===== src/rtl/alu_seq.sv =====
// Sequencer around an external 8-bit ALU and a handshaked tile memory:
// fetch operand M, execute one op against accumulator R, optionally write back.
module alu_seq (
  input  logic       clk,
  input  logic       rst,
  input  logic       start,
  input  logic [2:0] op,
  input  logic [4:0] addr,
  output logic       busy,
  output logic       done,
  output logic [4:0] memAddr,
  output logic       memRd,
  output logic       memWr,
  output logic [7:0] memWrData,
  input  logic [7:0] memRdData,
  input  logic       memAck,
  output logic [2:0] aluCtl,
  output logic [7:0] aluR,
  output logic [7:0] aluM,
  input  logic [7:0] aluOut,
  input  logic       flag,
  output logic [7:0] R,
  output logic       branch,
  output logic [2:0] dbg_state
);

  typedef enum logic [2:0] {
    IDLE = 3'd0,
    RD   = 3'd1,
    EXEC = 3'd2,
    WR   = 3'd3,
    DONE = 3'd4
  } state_t;

  localparam logic [2:0] OP_ADD      = 3'b000;
  localparam logic [2:0] OP_SUB      = 3'b001;
  localparam logic [2:0] OP_BUMPUP   = 3'b010;
  localparam logic [2:0] OP_BUMPDN   = 3'b011;
  localparam logic [2:0] OP_JUMPZ    = 3'b100;
  localparam logic [2:0] OP_JUMPN    = 3'b101;
  localparam logic [2:0] OP_COPYFROM = 3'b110;
  localparam logic [2:0] OP_COPYTO   = 3'b111;

  state_t     state_q, state_d;
  logic [2:0] op_q, op_d;
  logic [4:0] addr_q, addr_d;
  logic [7:0] r_q, r_d;
  logic [7:0] m_q, m_d;
  logic [7:0] wdata_q, wdata_d;
  logic       branch_q, branch_d;

  always_ff @(posedge clk or posedge rst) begin
    if (rst) begin
      state_q  <= IDLE;
      op_q     <= 3'd0;
      addr_q   <= 5'd0;
      r_q      <= 8'd0;
      m_q      <= 8'd0;
      wdata_q  <= 8'd0;
      branch_q <= 1'b0;
    end else begin
      state_q  <= state_d;
      op_q     <= op_d;
      addr_q   <= addr_d;
      r_q      <= r_d;
      m_q      <= m_d;
      wdata_q  <= wdata_d;
      branch_q <= branch_d;
    end
  end

  // Handshake: memRd/memWr stay asserted, with address and write data held,
  // until memAck is seen on a rising edge; memAck in any other state is ignored.
  always_comb begin
    state_d  = state_q;
    op_d     = op_q;
    addr_d   = addr_q;
    r_d      = r_q;
    m_d      = m_q;
    wdata_d  = wdata_q;
    branch_d = branch_q;
    case (state_q)
      IDLE: begin
        if (start) begin
          op_d   = op;
          addr_d = addr;
          case (op)
            OP_JUMPZ, OP_JUMPN: state_d = EXEC;
            OP_COPYTO: begin
              wdata_d = r_q;
              state_d = WR;
            end
            default: state_d = RD;
          endcase
        end
      end
      RD: begin
        if (memAck) begin
          m_d     = memRdData;
          state_d = EXEC;
        end
      end
      EXEC: begin
        state_d = DONE;
        case (op_q)
          OP_ADD, OP_SUB: r_d = aluOut;
          OP_BUMPUP, OP_BUMPDN: begin
            r_d     = aluOut;
            wdata_d = aluOut;
            state_d = WR;
          end
          OP_JUMPZ, OP_JUMPN: branch_d = flag;
          OP_COPYFROM: r_d = m_q;
          default: ;
        endcase
      end
      WR: begin
        if (memAck) state_d = DONE;
      end
      DONE: state_d = IDLE;
      default: state_d = IDLE;
    endcase
  end

  always_comb begin
    case (op_q)
      OP_SUB:    aluCtl = 3'b001;
      OP_BUMPUP: aluCtl = 3'b010;
      OP_BUMPDN: aluCtl = 3'b011;
      OP_JUMPN:  aluCtl = 3'b100;
      default:   aluCtl = 3'b000;
    endcase
  end

  assign busy      = (state_q != IDLE);
  assign done      = (state_q == DONE);
  assign memRd     = (state_q == RD);
  assign memWr     = (state_q == WR);
  assign memAddr   = addr_q;
  assign memWrData = wdata_q;
  assign aluR      = r_q;
  assign aluM      = m_q;
  assign R         = r_q;
  assign branch    = branch_q;
  assign dbg_state = state_q;

endmodule

===== config.mk =====
export PLATFORM = sky130hd
export DESIGN_NAME = alu_seq
export DESIGN_NICKNAME = d
export VERILOG_FILES = /design/src/rtl/alu_seq.sv
export SDC_FILE = /design/constraint.sdc
export NUM_CORES = 1
export LEC_CHECK = 0
export CAP_MARGIN = 30
export CORE_MARGIN = 2
export CORE_UTILIZATION = 46
export DETAILED_ROUTE_END_ITERATION = 7
export PLACE_DENSITY = 0.85
export SLEW_MARGIN = 20
export SYNTH_ARGS = -nofsm -noshare
export SYNTH_HDL_FRONTEND = slang
export SYNTH_SLANG_ARGS = --single-unit

===== constraint.sdc =====
create_clock -name clk -period 5.53 [get_ports clk]
set_input_delay 1.106 -clock clk [delete_from_list [all_inputs] [get_ports clk]]
set_output_delay 1.106 -clock clk [all_outputs]
set_load 0.02 [all_outputs]

==> impl_results.md, run 1 <==
- Ant diodes: 0
- Die Wd: between 60 and 70 um
- TritonCTS clock tree: done
- Metal3 WL: ~180 um
- Register bit total from synthesis: 36
- GPL Wtd Cong: between 0.7 and 0.8
- Most used DFF post-synth: dfrtp_1
- Routed wire length: 4420 um
- H-tree lvl count: 2
- Metal-1 WL: 1660 um
- Clock root cell: clkbuf_8
- Final ANT Viol Nets: 0
- Top layer in use: met4
- Post-CTS setup buffers: 0
- Leakage power: between 1 and 1.5 nW
- Post-DR vias/cell: around 5.3
- Buffers on Ports: 76
- Post-synth ARST share: between 90% and 100%
- Area growth syn-to-layout: 42.9%
- Sequential Power Share: a little under a third
- Initial Utilization: between 40 and 50%
- Nets: about 230
- CTS Hold Bufs: 0
- Crit-path slowest cell: clkdlybuf4s50_1
- Max-Cap Viols: 0
- Sequential cell area fraction in the yosys report: a little under half
- Slowest stage delay, CP: just over 0.7 ns
- Internal power: between 1 and 1.5 mW
- Total Negative Setup Slacks: 0 ns
- Syn Area/Cell: between 10 and 15 um2
- Syn nets: 159
- Clock Tree Buf Depth: 2
- Post-DR wirelength/cell: between 15 and 20 um
- Critical path class: reg2out
- Min-delay src: branch
- RSZ-0062 raised after global routing: no
- VDD IR-drop max: 321 uV
- Post-Layout Cell Count: 250
- GRT overflow: 0
- Tmin final: between 3 and 4 ns
- Initial DRC count: 82
- Die Footprint: between 0.004 and 0.005 mm2
- Synth top area cells: dfrtp_1 48%, mux2_2 19%, mux2_4 11%, buf_4 3.6%, buf_6 1.8%
- Delay-heaviest family, CP: buffers and inverters
- R2r startpoint: dbg_state[1]
- CP Data Required Time: approximately 4.4 ns
- Via Count: around 1300
- Total power draw: 1.78 mW
- Final core occ: approximately two thirds
- PwrDens: roughly 660 mW/mm2
- Fill cells: about 280
- DRC violations left: 0
- Fraction of layout instances using a drive strength above 1: roughly 29%
- Final Hold Viols: 0
- TritonCTS Buffers: 5
- Post_cts resized: 0
- Outcome: completed
- Cell Area, Synth: ~0.0019 mm2
- CP Launch Point: dbg_state[0]
- Startpoint types: register
- Die height: about 68 um
- Final Max Tran Viols: 0
- Core ar.: a little under 0.004 mm2
- Area of the multi-input gates: between 800 and 900 um2
- Switching share of power: a little under two fifths
- CP Capture Type: output port
- Worst reg-to-reg path cell count: 3
- Gr usage total: 20.5%
- CTS sink cnt: 36
- Hold Path Class: reg2reg
- Buf/Inv on CP: 1
- Rows: 23
- Pin count of the biggest net entering global routing: 32
- Synth unique cells: 29
- Hold Path Depth: 1
- Fmax achieved: ~320 MHz
- Stages on worst setup path: 2
- Most frequent cells in the layout: 76 x clkdlybuf4s50_1, 36 x dfrtp_1, 31 x mux2_2
- Critical path peak fanout: 12
- Vias in the first global route: between 1000 and 1500
- Comb power frac: a little under three fifths
- Period utilization: a little under three fifths
- Critical path arrival: ~2 ns
- Final setup skew: 0.0106 ns
- Final setup fails: 0
- Clock power frac: between 10 and 15%
- Post-synth EDFFs: 0
- Cell taking the most area after synthesis: dfrtp_1
- Commonest non-fill, non-tap cell in the layout: clkdlybuf4s50_1
- Placed cells: around 240
- Antenna violations before repair: 0
- Detailed placer's ending HPWL: roughly 3200 um
- Area fraction of the dominant cell type after synthesis: 47.9%
- Synth Instances: 130
- First-pass GRT wire length: 6820 um
- Synth warn: 0
- I/O Pins: between 70 and 80
- FF+latch area: roughly 900 um2
- Met2 wire len: around 2500 um
- Sw Pwr: between 600 and 700 uW
- DR pass1 iterations: 5
- Clock Latency Late Sink: between 0.2 and 0.3 ns
- Worst Tran Pin Value: 0.623 ns
- Reg clk slew, reported paths: approximately 0.070 ns
- Critical-path cell list: nor3b_1 > clkdlybuf4s50_1
- Slew headroom: approximately 58%
worst paths after layout:
kind / end / slack [ns]
min in group asynchronous: memAddr[2] / 1.03
worst max register to register: R[4] / 3.38
max in group asynchronous: aluM[4] / 3.87
worst min register to register: branch / 0.51
worst max-delay path: memRd / 2.45
worst min-delay path: branch / 0.51
power groups by stage:
stage          clock network [mW]  logic (mW)  registers (mW)
2_1_floorplan                   0       0.547           0.632
3_3_place_gp                    0       0.995           0.527
3_5_place_dp                    0        1.02           0.541
4_1_cts                     0.231        1.02           0.539
5_1_grt                     0.241        1.06           0.561
6_report                    0.225        1.01           0.540
registers in the layout (all words and copies together) (netlist names):
register / flops
branch: 1
memAddr: 5
aluM: 8
memWrData: 8
R: 8
op_q: 3
dbg_state: 3
through the flow:
step	area [um2]	setup WS [ns]	hold WS [ns]
after floorplan	1880	3.16	0.515
after global placement	2580	2.72	0.486
after detailed placement	2580	2.64	0.493
after CTS	2690	2.49	0.508
after global routing	2690	2.42	0.524
final	2690	2.45	0.507
final cells by class:
cell class                 instances  area share (%)
inverter                           4           0.559
sequential                        36            33.5
clock inverter                     2            1.30
clock buffer                       6            2.70
timing repair buffer              77            28.6
multi-input combinational         75            31.0
tap                               50            2.33
synth_stat cells, types with 2 or more instances:
| cell | number |
|---|---|
| nor2b_1 | 2 |
| mux2_2 | 31 |
| nor3b_1 | 2 |
| buf_4 | 9 |
| buf_6 | 3 |
| dfrtp_1 | 36 |
| mux2i_1 | 2 |
| nand2b_1 | 3 |
| mux2_4 | 14 |
| nand3b_1 | 3 |
| buf_2 | 2 |
| o22ai_1 | 2 |
| and3b_1 | 2 |
| inv_1 | 4 |
cells by family (layout without fill, tap and decap cells):
group / after synthesis / count (layout) / synth area share [%]
AOI/OAI and AO/OA: 8 / 8 / 4.13
DFF: 36 / 36 / 47.9
muxes: 47 / 47 / 30.8
buffers and inverters: 19 / 89 / 7.79
and+or+nand+nor: 20 / 20 / 9.32
routing by layer:
metal	up-vias	global-route usage [%]
met3	9	4.28
met5	-	0
met1	671	23.0
li1	593	-
met4	0	9.00
met2	42	37.3
worst reg2reg max path, stage by stage, from the launching register on:
cell and delay [ns]:
dfrtp_1 0.57, nor3b_4 0.60, a21boi_4 0.52, mux2_4 0.34
Note: power is estimated with default switching activity, not from simulation.
==> run 2, diff against run 1 <==
--- a/config.mk
+++ b/config.mk
@@ -7,9 +7,9 @@
 export LEC_CHECK = 0
 export CAP_MARGIN = 30
 export CORE_MARGIN = 2
-export CORE_UTILIZATION = 46
+export CORE_UTILIZATION = 39
 export DETAILED_ROUTE_END_ITERATION = 7
-export PLACE_DENSITY = 0.85
+export PLACE_DENSITY = 0.77
 export SLEW_MARGIN = 20
 export SYNTH_ARGS = -nofsm -noshare
 export SYNTH_HDL_FRONTEND = slang
==> constraint.sdc (replaced) <==
create_clock -name clk -period 2.5 [get_ports clk]
set_input_delay 0.5 -clock clk [delete_from_list [all_inputs] [get_ports clk]]
set_output_delay 0.5 -clock clk [all_outputs]
set_load 0.02 [all_outputs]
==> impl_results.md, run 2 (synthesis results as in run 1) <==
- RSZ-0062 raised after global routing: no
- H-tree lvl count: 2
- Via Count: around 1300
- Total Negative Setup Slacks: 0 ns
- Worst Tran Pin Value: between 0.4 and 0.5 ns
- PwrDens: between 1000 and 1500 mW/mm2
- Post-Layout Cell Count: about 260
- Pin count of the biggest net entering global routing: 36
- Fraction of layout instances using a drive strength above 1: 30.2%
- Post_cts resized: 0
- CP Launch Point: dbg_state[0]
- Clock Latency Late Sink: between 0.2 and 0.3 ns
- Post-CTS setup buffers: 0
- DR pass1 iterations: 4
- TritonCTS Buffers: 5
- Post-Place Worst Slack: around 0.52 ns
- Final core occ: a little under three fifths
- First-pass GRT wire length: 6090 um
- Die Footprint: around 0.0054 mm2
- Antenna violations before repair: 0
- Worst hold slack: about 0.36 ns
- VDD IR-drop max: approximately 640 uV
- Clock Tree Buf Depth: 2
- Slew headroom: 67.1%
- GPL Wtd Cong: 0.770
- Final Hold Viols: 0
- Ant diodes: 0
- Final setup fails: 0
- Internal power: 2.37 mW
- Clock root cell: clkbuf_8
- Startpoint types: register
- Most frequent cells in the layout: 76 x clkdlybuf4s50_1, 36 x dfrtp_1, 31 x mux2_2
- Rows: 25
- Nets: 230
- Leakage power: approximately 1.1 nW
- Design area: around 0.0027 mm2
- Post-DR vias/cell: between 4 and 5
- Die height: ~73 um
- Vias in the first global route: 1215
- Clock power frac: a little over a tenth
- Area growth syn-to-layout: 43.2%
- Comb power frac: between 50 and 60%
- Final ANT Viol Nets: 0
- Final Worst Setup Slack: roughly 0.21 ns
- Reg clk slew, reported paths: around 0.070 ns
- Critical path class: reg2out
- CP Data Required Time: roughly 2.0 ns
- Initial Utilization: 40.1%
- Commonest non-fill, non-tap cell in the layout: clkdlybuf4s50_1
- CP Capture Type: output port
- Placement Cell Area: about 0.0026 mm2
- Post-DR wirelength/cell: ~16 um
- CTS Hold Bufs: 0
- Tmin final: around 2.3 ns
- Final setup skew: 0.00531 ns
- Critical path peak fanout: 12
- Core ar.: 0.00469 mm2
- R2r startpoint: dbg_state[1]
- CTS sink cnt: 36
- Buffers on Ports: 76
- Sw Pwr: between 1 and 1.5 mW
- I/O Pins: 77
- Switching share of power: about 38%
- DRC violations left: 0
- Worst reg-to-reg path cell count: 4
- Gr usage total: between 10% and 20%
- Hold Path Class: in2async
- Die Wd: 73.4 um
- Sequential Power Share: between 30% and 40%
- Total power draw: between 3 and 4 mW
- Critical path arrival: around 1.8 ns
- Detailed placer's ending HPWL: approximately 3000 um
- Final Max Tran Viols: 0
- Outcome: completed
- GRT overflow: 0
- Max-Cap Viols: 0
- Period utilization: 91.4%
- Routed wire length: approximately 4000 um
- Initial DRC count: 68
- Placed cells: ~250
- TritonCTS clock tree: done
- Fmax achieved: between 400 and 500 MHz
run 2: cell types whose count changed in the layout (fill, tap and decap cells not counted), sizes merged:
cell    previous run  this run
bufinv             1         0
buf                1         3
clkinv             1         2
run 2: path summary, 6_finish.rpt:
| path | to | slack [ns] |
|---|---|---|
| worst max-delay path | memRd | 0.21 |
| worst min-delay path | memAddr[1] | 0.36 |
| worst max register to register | memWrData[7] | 0.58 |
| worst min register to register | branch | 0.51 |
| max in group asynchronous | aluM[1] | 1.52 |
| min in group clk | branch | 0.51 |
run 2: critical path: stages, from the launching register on:
cell and delay, ns:
dfrtp_1 0.58, nor3b_1 0.27, clkdlybuf4s50_1 0.65
run 2: power by group through the flow:
stage / Clock [mW] / Combinational [mW] / Sequential [mW]
global route: 0.466 / 2.35 / 1.23
CTS: 0.435 / 2.26 / 1.18
floorplan: 0 / 1.21 / 1.40
detailed placement: 0 / 2.25 / 1.19
global placement: 0 / 2.23 / 1.18
finish: 0.418 / 2.23 / 1.17
run 2: cell type report:
| class | count | area (um2) |
|---|---|---|
| Clock inverter | 2 | 10.0 |
| Multi-Input combinational cell | 75 | 832 |
| Inverter | 4 | 15.0 |
| Clock buffer | 6 | 82.6 |
| Sequential cell | 36 | 901 |
| Tap cell | 54 | 67.6 |
| Fill cell | 401 | 2000 |
| Timing Repair Buffer | 79 | 783 |
run 2: per-layer routing:
metal,GRT usage (%),routed length (um),vias up,part of all wire [%]
met4,6.06,59,0,1.5
met3,3.29,155,6,3.9
met1,20.4,1780,616,45
met2,23.5,1990,35,50
met5,0,0,-,0
li1,-,-,598,-
